$ cat config.mk
export PLATFORM = sky130hd
export DESIGN_NAME = stopwatch_ctrl_flat
export DESIGN_NICKNAME = d
export VERILOG_FILES = /design/src/rtl/stopwatch_pkg.sv /design/src/rtl/stopwatch_ctrl_if.sv /design/src/rtl/stopwatch_btn_cond.sv /design/src/rtl/stopwatch_ctrl.sv /design/src/flat_wrapper.sv
export SDC_FILE = /design/constraint.sdc
export NUM_CORES = 1
export LEC_CHECK = 0
export BUFFER_PORTS_ARGS = -buffer_cell sky130_fd_sc_hd__buf_2
export CAP_MARGIN = 5
export CORE_MARGIN = 4
export CORE_UTILIZATION = 45
export DETAILED_ROUTE_END_ITERATION = 10
export GPL_TIMING_DRIVEN = 1
export PLACE_DENSITY = 0.74
export SLEW_MARGIN = 40
export SYNTH_ARGS = -nofsm -noshare
export SYNTH_HDL_FRONTEND = slang
export SYNTH_SLANG_ARGS = --single-unit
$ cat constraint.sdc
create_clock -name i_rtcclk -period 1.6 [get_ports i_rtcclk]
set_input_delay 0.32 -clock i_rtcclk [delete_from_list [all_inputs] [get_ports i_rtcclk]]
set_output_delay 0.32 -clock i_rtcclk [all_outputs]
set_load 0.03 [all_outputs]
$ cat src/rtl/stopwatch_pkg.sv
// Shared types and constants for the stopwatch controller slice.
package stopwatch_pkg;

  localparam int unsigned COUNT_W            = 24;
  localparam int unsigned LAP_W              = 4;
  localparam int unsigned DEBOUNCE_TICKS_DEF = 4;

  typedef enum logic [2:0] {
    ST_IDLE     = 3'd0,
    ST_RUNNING  = 3'd1,
    ST_LAP      = 3'd2,
    ST_STOPPED  = 3'd3,
    ST_CLEARING = 3'd4
  } state_t;

endpackage

$ cat src/rtl/stopwatch_ctrl_if.sv
// Button, counter and display signals between the stopwatch controller and its
// surroundings. master = board/counter side, slave = controller.
interface stopwatch_ctrl_if;
  import stopwatch_pkg::*;

  logic               i_startstop;
  logic               i_lap;
  logic               i_clear;
  logic [COUNT_W-1:0] i_count;
  logic               o_countenb;
  logic               o_latchcount;
  logic               o_countinit;
  logic [COUNT_W-1:0] o_display;
  logic [LAP_W-1:0]   o_lap_count;
  logic [2:0]         o_state;

  modport master (
    output i_startstop, i_lap, i_clear, i_count,
    input  o_countenb, o_latchcount, o_countinit, o_display, o_lap_count, o_state
  );

  modport slave (
    input  i_startstop, i_lap, i_clear, i_count,
    output o_countenb, o_latchcount, o_countinit, o_display, o_lap_count, o_state
  );

endinterface

$ cat src/rtl/stopwatch_btn_cond.sv
// Button conditioning: 2-flop synchronizer, optional debounce, rising-edge
// event pulse. Debounce is built only when STOPWATCH_DEBOUNCE_EN is defined.
module stopwatch_btn_cond
  import stopwatch_pkg::*;
#(
  parameter int unsigned DEBOUNCE_TICKS = DEBOUNCE_TICKS_DEF
) (
  input  logic i_rtcclk,
  input  logic i_reset,
  input  logic btn,
  output logic evt
);

  logic       sync1, sync2;
  logic [1:0] warm;
  logic       level, level_d, armed;

  if (DEBOUNCE_TICKS < 1) begin : g_cfg_check
    $error("DEBOUNCE_TICKS must be at least 1");
  end

  // Synchronize the raw level; warm marks when sync2 reflects a real sample.
  always_ff @(posedge i_rtcclk or posedge i_reset) begin
    if (i_reset) begin
      sync1 <= 1'b0;
      sync2 <= 1'b0;
      warm  <= '0;
    end else begin
      sync1 <= btn;
      sync2 <= sync1;
      warm  <= {warm[0], 1'b1};
    end
  end

`ifdef STOPWATCH_DEBOUNCE_EN
  localparam int unsigned CW = $clog2(DEBOUNCE_TICKS + 1);
  logic [CW-1:0] db_cnt;
  logic          db_level;

  // Accept a new level only after it has been stable for DEBOUNCE_TICKS clocks.
  always_ff @(posedge i_rtcclk or posedge i_reset) begin
    if (i_reset) begin
      db_cnt   <= '0;
      db_level <= 1'b0;
    end else if (sync2 == db_level) begin
      db_cnt <= '0;
    end else if (db_cnt == CW'(DEBOUNCE_TICKS - 1)) begin
      db_level <= sync2;
      db_cnt   <= '0;
    end else begin
      db_cnt <= db_cnt + 1'b1;
    end
  end

  assign level = db_level;
`else
  assign level = sync2;
`endif

  // Registered rising-edge pulse. Edges are only armed once the button has
  // been seen genuinely released after reset, so a button held through reset
  // release does not fire.
  always_ff @(posedge i_rtcclk or posedge i_reset) begin
    if (i_reset) begin
      level_d <= 1'b0;
      armed   <= 1'b0;
      evt     <= 1'b0;
    end else begin
      level_d <= level;
      armed   <= armed | (warm[1] & ~sync2 & ~level);
      evt     <= armed & level & ~level_d;
    end
  end

endmodule

$ cat src/rtl/stopwatch_ctrl.sv
// Stopwatch control FSM: start/stop, lap freeze and clear sequencing.
// Optional debounce on the buttons via macro STOPWATCH_DEBOUNCE_EN.
module stopwatch_ctrl
  import stopwatch_pkg::*;
#(
  parameter int unsigned DEBOUNCE_TICKS = DEBOUNCE_TICKS_DEF
) (
  input  logic             i_rtcclk,
  input  logic             i_reset,
  stopwatch_ctrl_if.slave  bus
);

  state_t             state;
  logic [COUNT_W-1:0] lap_reg;
  logic [LAP_W-1:0]   lap_count;
  logic               ev_ss, ev_lap, ev_clr;

  stopwatch_btn_cond #(.DEBOUNCE_TICKS(DEBOUNCE_TICKS)) u_btn_ss (
    .i_rtcclk (i_rtcclk), .i_reset (i_reset), .btn (bus.i_startstop), .evt (ev_ss)
  );
  stopwatch_btn_cond #(.DEBOUNCE_TICKS(DEBOUNCE_TICKS)) u_btn_lap (
    .i_rtcclk (i_rtcclk), .i_reset (i_reset), .btn (bus.i_lap), .evt (ev_lap)
  );
  stopwatch_btn_cond #(.DEBOUNCE_TICKS(DEBOUNCE_TICKS)) u_btn_clr (
    .i_rtcclk (i_rtcclk), .i_reset (i_reset), .btn (bus.i_clear), .evt (ev_clr)
  );

  // Control FSM; start/stop outranks lap, lap outranks clear.
  always_ff @(posedge i_rtcclk or posedge i_reset) begin
    if (i_reset) begin
      state     <= ST_IDLE;
      lap_reg   <= '0;
      lap_count <= '0;
    end else begin
      case (state)
        ST_IDLE:     if (ev_ss) state <= ST_RUNNING;
        ST_RUNNING: begin
          if (ev_ss) begin
            state <= ST_STOPPED;
          end else if (ev_lap) begin
            state   <= ST_LAP;
            lap_reg <= bus.i_count;
            if (lap_count != '1) lap_count <= lap_count + 1'b1;
          end
        end
        ST_LAP: begin
          if (ev_ss)       state <= ST_STOPPED;
          else if (ev_lap) state <= ST_RUNNING;
        end
        ST_STOPPED: begin
          if (ev_ss)       state <= ST_RUNNING;
          else if (ev_clr) state <= ST_CLEARING;
        end
        ST_CLEARING: begin
          state     <= ST_IDLE;
          lap_count <= '0;
        end
        default:     state <= ST_IDLE;
      endcase
    end
  end

  assign bus.o_countenb   = (state == ST_RUNNING) || (state == ST_LAP);
  assign bus.o_latchcount = bus.o_countenb;
  assign bus.o_countinit  = (state == ST_CLEARING);
  assign bus.o_display    = (state == ST_LAP) ? lap_reg : bus.i_count;
  assign bus.o_lap_count  = lap_count;
  assign bus.o_state      = state;

endmodule
$ cat src/flat_wrapper.sv
// flat-port wrapper written by rule: the top's interface ports become plain ports
module stopwatch_ctrl_flat import stopwatch_pkg::*;
#(
  parameter int unsigned DEBOUNCE_TICKS = DEBOUNCE_TICKS_DEF
)
  (i_rtcclk, i_reset, bus_i_startstop, bus_i_lap, bus_i_clear, bus_i_count, bus_o_countenb, bus_o_latchcount, bus_o_countinit, bus_o_display, bus_o_lap_count, bus_o_state);
  stopwatch_ctrl_if bus_i ();
  input  logic i_rtcclk;
  input  logic i_reset;
  input wire logic [$bits(bus_i.i_startstop)-1:0] bus_i_startstop;
  input wire logic [$bits(bus_i.i_lap)-1:0] bus_i_lap;
  input wire logic [$bits(bus_i.i_clear)-1:0] bus_i_clear;
  input wire logic [$bits(bus_i.i_count)-1:0] bus_i_count;
  output wire logic [$bits(bus_i.o_countenb)-1:0] bus_o_countenb;
  output wire logic [$bits(bus_i.o_latchcount)-1:0] bus_o_latchcount;
  output wire logic [$bits(bus_i.o_countinit)-1:0] bus_o_countinit;
  output wire logic [$bits(bus_i.o_display)-1:0] bus_o_display;
  output wire logic [$bits(bus_i.o_lap_count)-1:0] bus_o_lap_count;
  output wire logic [$bits(bus_i.o_state)-1:0] bus_o_state;
  assign bus_i.i_startstop = bus_i_startstop;
  assign bus_i.i_lap = bus_i_lap;
  assign bus_i.i_clear = bus_i_clear;
  assign bus_i.i_count = bus_i_count;
  assign bus_o_countenb = bus_i.o_countenb;
  assign bus_o_latchcount = bus_i.o_latchcount;
  assign bus_o_countinit = bus_i.o_countinit;
  assign bus_o_display = bus_i.o_display;
  assign bus_o_lap_count = bus_i.o_lap_count;
  assign bus_o_state = bus_i.o_state;
  stopwatch_ctrl #(.DEBOUNCE_TICKS(DEBOUNCE_TICKS)) u_core (.i_rtcclk(i_rtcclk), .i_reset(i_reset), .bus(bus_i));
endmodule
; ---- Yosys cells after proc, flatten, opt, wreduce, memory -nomap -nowiden
; Index checks and enable logic that the tools add are counted.
[op_classes]
addsub = 1
n_eq_ne = 12
mux = 13
bitwise = 22
reduce_logical = 6
[op_table]
columns = operator, n
row1 = $mux W24, 1
row2 = $mux W3, 7
row3 = $and A1 B1 Y1, 12
row4 = $mux W4, 3
row5 = $pmux W3 S4, 1
row6 = $ne A3 B3 Y1 const B, 3
row7 = $pmux W4 S2, 1
row8 = $reduce_and A4 Y1, 2
row9 = $not A1 Y1, 7
row10 = $eq A3 B2 Y1 const B, 2
row11 = $ne A2 B2 Y1 const B, 3
row12 = $add A4 B1 Y4 const B, 1
row13 = $ne A4 B4 Y1 const B, 1
row14 = $eq A3 B1 Y1 const B, 1
row15 = $eq A3 B3 Y1 const B, 1
row16 = $logic_not A3 Y1, 1
row17 = $or A1 B1 Y1, 3
row18 = $reduce_and A3 Y1, 1
row19 = $ne A2 B1 Y1 const B, 1
row20 = $reduce_bool A2 Y1, 1
row21 = $logic_or A1 B1 Y1, 1
[totals]
ff_bits = 52
input_bits = 29
out_inout_bits = 34
elab_cells = 75

; ---- Depth between registers and ports, before layout
[logic_depth]
word_depth = 5
mapped_depth = 4
depth_no_buf = 4

; ---- Cells and area by module
; Synthesis repeated with hierarchy kept, for this count alone.
[hier_totals]
cells_unflattened = 163
hier_area_um2 = 2258.4
[by_module_without_submodules]
columns = mod, instances, cells_each, area_per_inst_um2, seq_area_each_um2
row1 = stopwatch_ctrl, 1, 124, 1654.1, 775.7
row2 = stopwatch_btn_cond, 3, 13, 201.4, 175.2

; ---- Worst setup path before layout
; No wires, ideal clock.
[synth_path]
kind = flip-flop to flip-flop
start = register u_core.state[0] (netlist: u_core.bus.o_state[0])
end = register u_core.lap_count[2] (netlist: u_core.bus.o_lap_count[2])
setup_ns = 0.124
arrival_time_ns = 2.026
required_ns = 1.476
path_slack_ns = -0.550
stages_incl_launch_ff = 5
n_path_buf = 1
synth_period_minus_slack_ns = 2.150
path_cell_list = dfrtp_1 buf_2 nor3b_1 o22ai_1 a211o_1
[synth_via]
elab_chain_cells = 3
word_cells_on_any_way = 8
cone_classes = eq/ne (5) / mux (1) / reduce/logical (2)
[synth_lines]
columns = item, line_no
row1 = start: declaration, stopwatch_ctrl.sv:13  ; state_t state;
row2 = start signal: assignment, stopwatch_ctrl.sv:31  ; state <= ST_IDLE;
row3 = start signal: assignment, stopwatch_ctrl.sv:36  ; ST_IDLE: if (ev_ss) state <= ST_RUNNING;
row4 = start signal: assignment, stopwatch_ctrl.sv:39  ; state <= ST_STOPPED;
row5 = $eq A3 B3 Y1 (*), --
row6 = via bus_o_countinit, flat_wrapper.sv:16  ; output wire logic [$bits(bus_i.o_countinit)-1:0] bus_o_countinit;
row7 = $reduce_bool A2 Y1 (no line), --
row8 = $reduce_and A4 Y1 (no line), --
row9 = end signal: assignment, stopwatch_ctrl.sv:43  ; if (lap_count != '1) lap_count <= lap_count + 1'b1;
row10 = end: declaration, stopwatch_ctrl.sv:15  ; logic [LAP_W-1:0] lap_count;
; Mark *: on every way through the listed nets, which the timed path passes. The rest lies on a longest branch.
; A chain may end at the register's enable or synchronous reset.

; ---- Worst setup path in the final report
[layout_path]
start = register u_core.state[0] (netlist: u_core.bus.o_state[0])
end = output bus_o_display[19]
[layout_via]
elab_chain_cells = 2
[layout_lines]
columns = item, line_no
row1 = $eq A3 B2 Y1, stopwatch_ctrl.sv:66  ; assign bus.o_display = (state == ST_LAP) ? lap_reg : bus.i_count;
row2 = $mux W24, stopwatch_ctrl.sv:66
row3 = end: declaration, flat_wrapper.sv:17  ; output wire logic [$bits(bus_i.o_display)-1:0] bus_o_display;
; No other way between the ends.

==> metrics <==
final setup fails 36; Placement Cell Area 2680 sq um; final WL 4.43 mm; Leak 1.53 nW; WL per Instance 15.2 microns; Distinct cells, synth 37; final net count 268; TritonCTS Buffers 5; met3 usage 0.0422; Worst Hold End u_core.u_btn_clr.sync1; reg2reg start u_core.bus.o_state[0]; layout cells sized above 1 0.628; Reg clk slew, reported paths 0.09 ns; count of pins over their slew limit 0; Core ar. 4500 sq um; Post-Syn Instances 158; failing checks setup timing; CP startpoint u_core.bus.o_state[0]; die area 5960 sq um; largest cells by area after synthesis dfrtp_1 56%, mux2_2 19%, mux2_1 6.8%; Tot Pwr 5.76 mW; Via-to-Cell Ratio 5.18; Port-buffer cells 62; first-pass GRT wire length 7.38 mm; mux contribution to synthesized area 0.261; period utilization 1.27; fin crit period 2.03 ns; CP Max Fanout 7; FFs w/ async S/R, synth 1.00; Clock Sinks 48; M1 GR Usage 0.201; Remaining Overflow, GRT 0; Layout area overhead 43.1%; Setup CP Type reg2out; HP Start bus_i_clear; GR Layer Usage met2 0.250; Ys Warns 0; commonest non-fill, non-tap cell in the layout buf_2; Cell Area, Synth 2160 sq um; # rows 24; Synth area leader dfrtp_1; combinational family with the most area after synthesis multiplexers; post-synthesis sequential area ratio 0.557; Final Non-Filler Cells 291; Post-DP HPWL 3.02 mm; Synth top area share 0.557; design area 3090 sq um; P_sw 2.10 mW; clock power share 0.149; Worst VDD drop 1.06 mV; fillers 315; fin worst setup slack -0.426 ns; RSZ-0062 raised after global routing yes; gr busiest metal met2; Die H 77.2 microns; switch share 0.365; post-synthesis adder-cell area fraction 0.00580; routed vias 1508; Pint 3.66 mW; Ports 63; Root Buffer clkbuf_8; largest net degree at the start of global routing 21; Post-Synth Simple-Gate Area 0.0894; buffer depth of the longest clock path 2; DR pass1 iterations 4; FF-to-FF End u_core.lap_reg[9]; pwr dens 1870 nW/um^2; Critical Path RT 1.28 ns; Die Width 77.2 microns; xor and xnor area share after synthesis 0.00406; CP Data Arrival Time 1.71 ns; Worst Reg2Reg Path Length in Cells 7; outcome finished, violations left; Max Freq 494 MHz; antenna violations before repair 0; Post-Place Cells 275; CTS tree built; net count after synthesis 188; EDFF count, synth 0; Antenna diodes 0; Initial Utilization 0.479; Placer Congestion 0.796; Max-Cap Viols 0; WHS Path Cells 1; Routed Antenna Nets 0; Worst-Skew Late Latency 0.30 ns; Worst setup EP type output pin; Compound-Gate Fraction of Synth Area 0.0447; H-tree level count 2; Final Hold Fails 0; initial DRC count 82; FF+latch count, synth 48; HP Class in2reg; drt drc 0; combinational share of power 0.527; Sequential Power Share 0.324; total track usage 0.152; Worst setup SP type register; Layout Skew 0.00706 ns; most frequent cells in the layout 51 x buf_2, 45 x dfrtp_1, 44 x mux2_4; syn avg cell area 13.6 sq um; R2R Setup Slk -0.09 ns; number of flip-flops in the largest register 24; Main synth FF type dfrtp_1; vias in the first global route 1586
==> cells in the mapped netlist, types with 2 or more instances <==
cell      number
nor4b_1        2
a21oi_1        2
o22ai_1        2
mux2_1        13
nor2_1         7
inv_1          6
mux2_2        36
buf_4          2
buf_6          2
a21o_1         3
nand2_1        3
dfrtp_1       48
nand2b_1       2
o211ai_1       2
nand3_1        3
and4b_1        2
buf_2          3
==> metrics by stage <==
| stage | util | worst slack, ns | hold slack (ns) | TNS, ns |
|---|---|---|---|---|
| 3_5_place_dp | 0.595 | -0.102 | 0.308 | -1.76 |
| 3_3_place_gp | 0.595 | -0.0921 | 0.308 | -1.72 |
| 5_1_grt | 0.685 | -0.513 | 0.112 | -13.54 |
| 4_1_cts | 0.670 | -0.441 | 0.115 | -12.35 |
| 2_1_floorplan | - | -0.243 | 0.331 | -5.62 |
| 6_report | 0.685 | -0.426 | 0.128 | -10.44 |
==> repair_timing <==
| action | 4_1_cts | 5_1_grt |
|---|---|---|
| setup endpoints to repair | 34 | 53 |
| endpoints found under the hold margin | 12 | 0 |
| hold buffers | 1 | 0 |
| gates cloned | 2 | 0 |
| setup buffers | 5 | 4 |
| resized for setup | 31 | 44 |
| pin swaps | 2 | 2 |
==> logic make-up after synthesis <==
kind of cell             Yosys count
flip-flops                        48
buffers and inverters             14
XOR/XNOR                           1
other                              1
adder cells (fa/ha/maj)            1
multiplexers                      50
AND/OR/NAND/NOR                   29
AO/OA/AOI/OAI                     14
==> critical path, stage by stage, from the launching register on <==
cell,delay [ns]
dfrtp_2,0.43
nor3b_4,0.26
buf_4,0.24
mux2_4,0.31
buf_2,0.18
==> area by class of cell <==
| cell class | instances | area (sq um) | share of cell area |
|---|---|---|---|
| flip-flops and latches | 48 | 1200 | 0.391 |
| well taps | 52 | 65.1 | 0.0211 |
| clock inverters | 3 | 42.5 | 0.0138 |
| repair buffers | 81 | 596 | 0.193 |
| inverters | 6 | 22.5 | 0.00730 |
| clock buffers | 5 | 68.8 | 0.0223 |
| multi-input cells | 96 | 1090 | 0.352 |
==> power by group through the flow <==
stage               clock, mW  combinational [mW]  sequential, mW
floorplan                   0                1.80            1.94
global placement            0                2.38            1.84
detailed placement          0                2.40            1.87
CTS                     0.891                2.85            1.85
global route            0.957                3.22            1.91
finish                  0.860                3.04            1.87
==> per-layer routing <==
metal  part of all wire  up-vias
met4             0.0090        0
met5                  0        -
met1               0.46      735
met2               0.48       47
li1                   -      720
met3              0.060        6
==> worst max path at each step <==
stage,endpoint,slack [ns]
floorplan,bus_o_display[0],-0.24
CTS,bus_o_display[16],-0.44
finish,bus_o_display[19],-0.43
global placement,bus_o_display[16],-0.09
detailed placement,bus_o_display[16],-0.10
global route,bus_o_display[14],-0.51
Power figures use the tool's default switching activity.
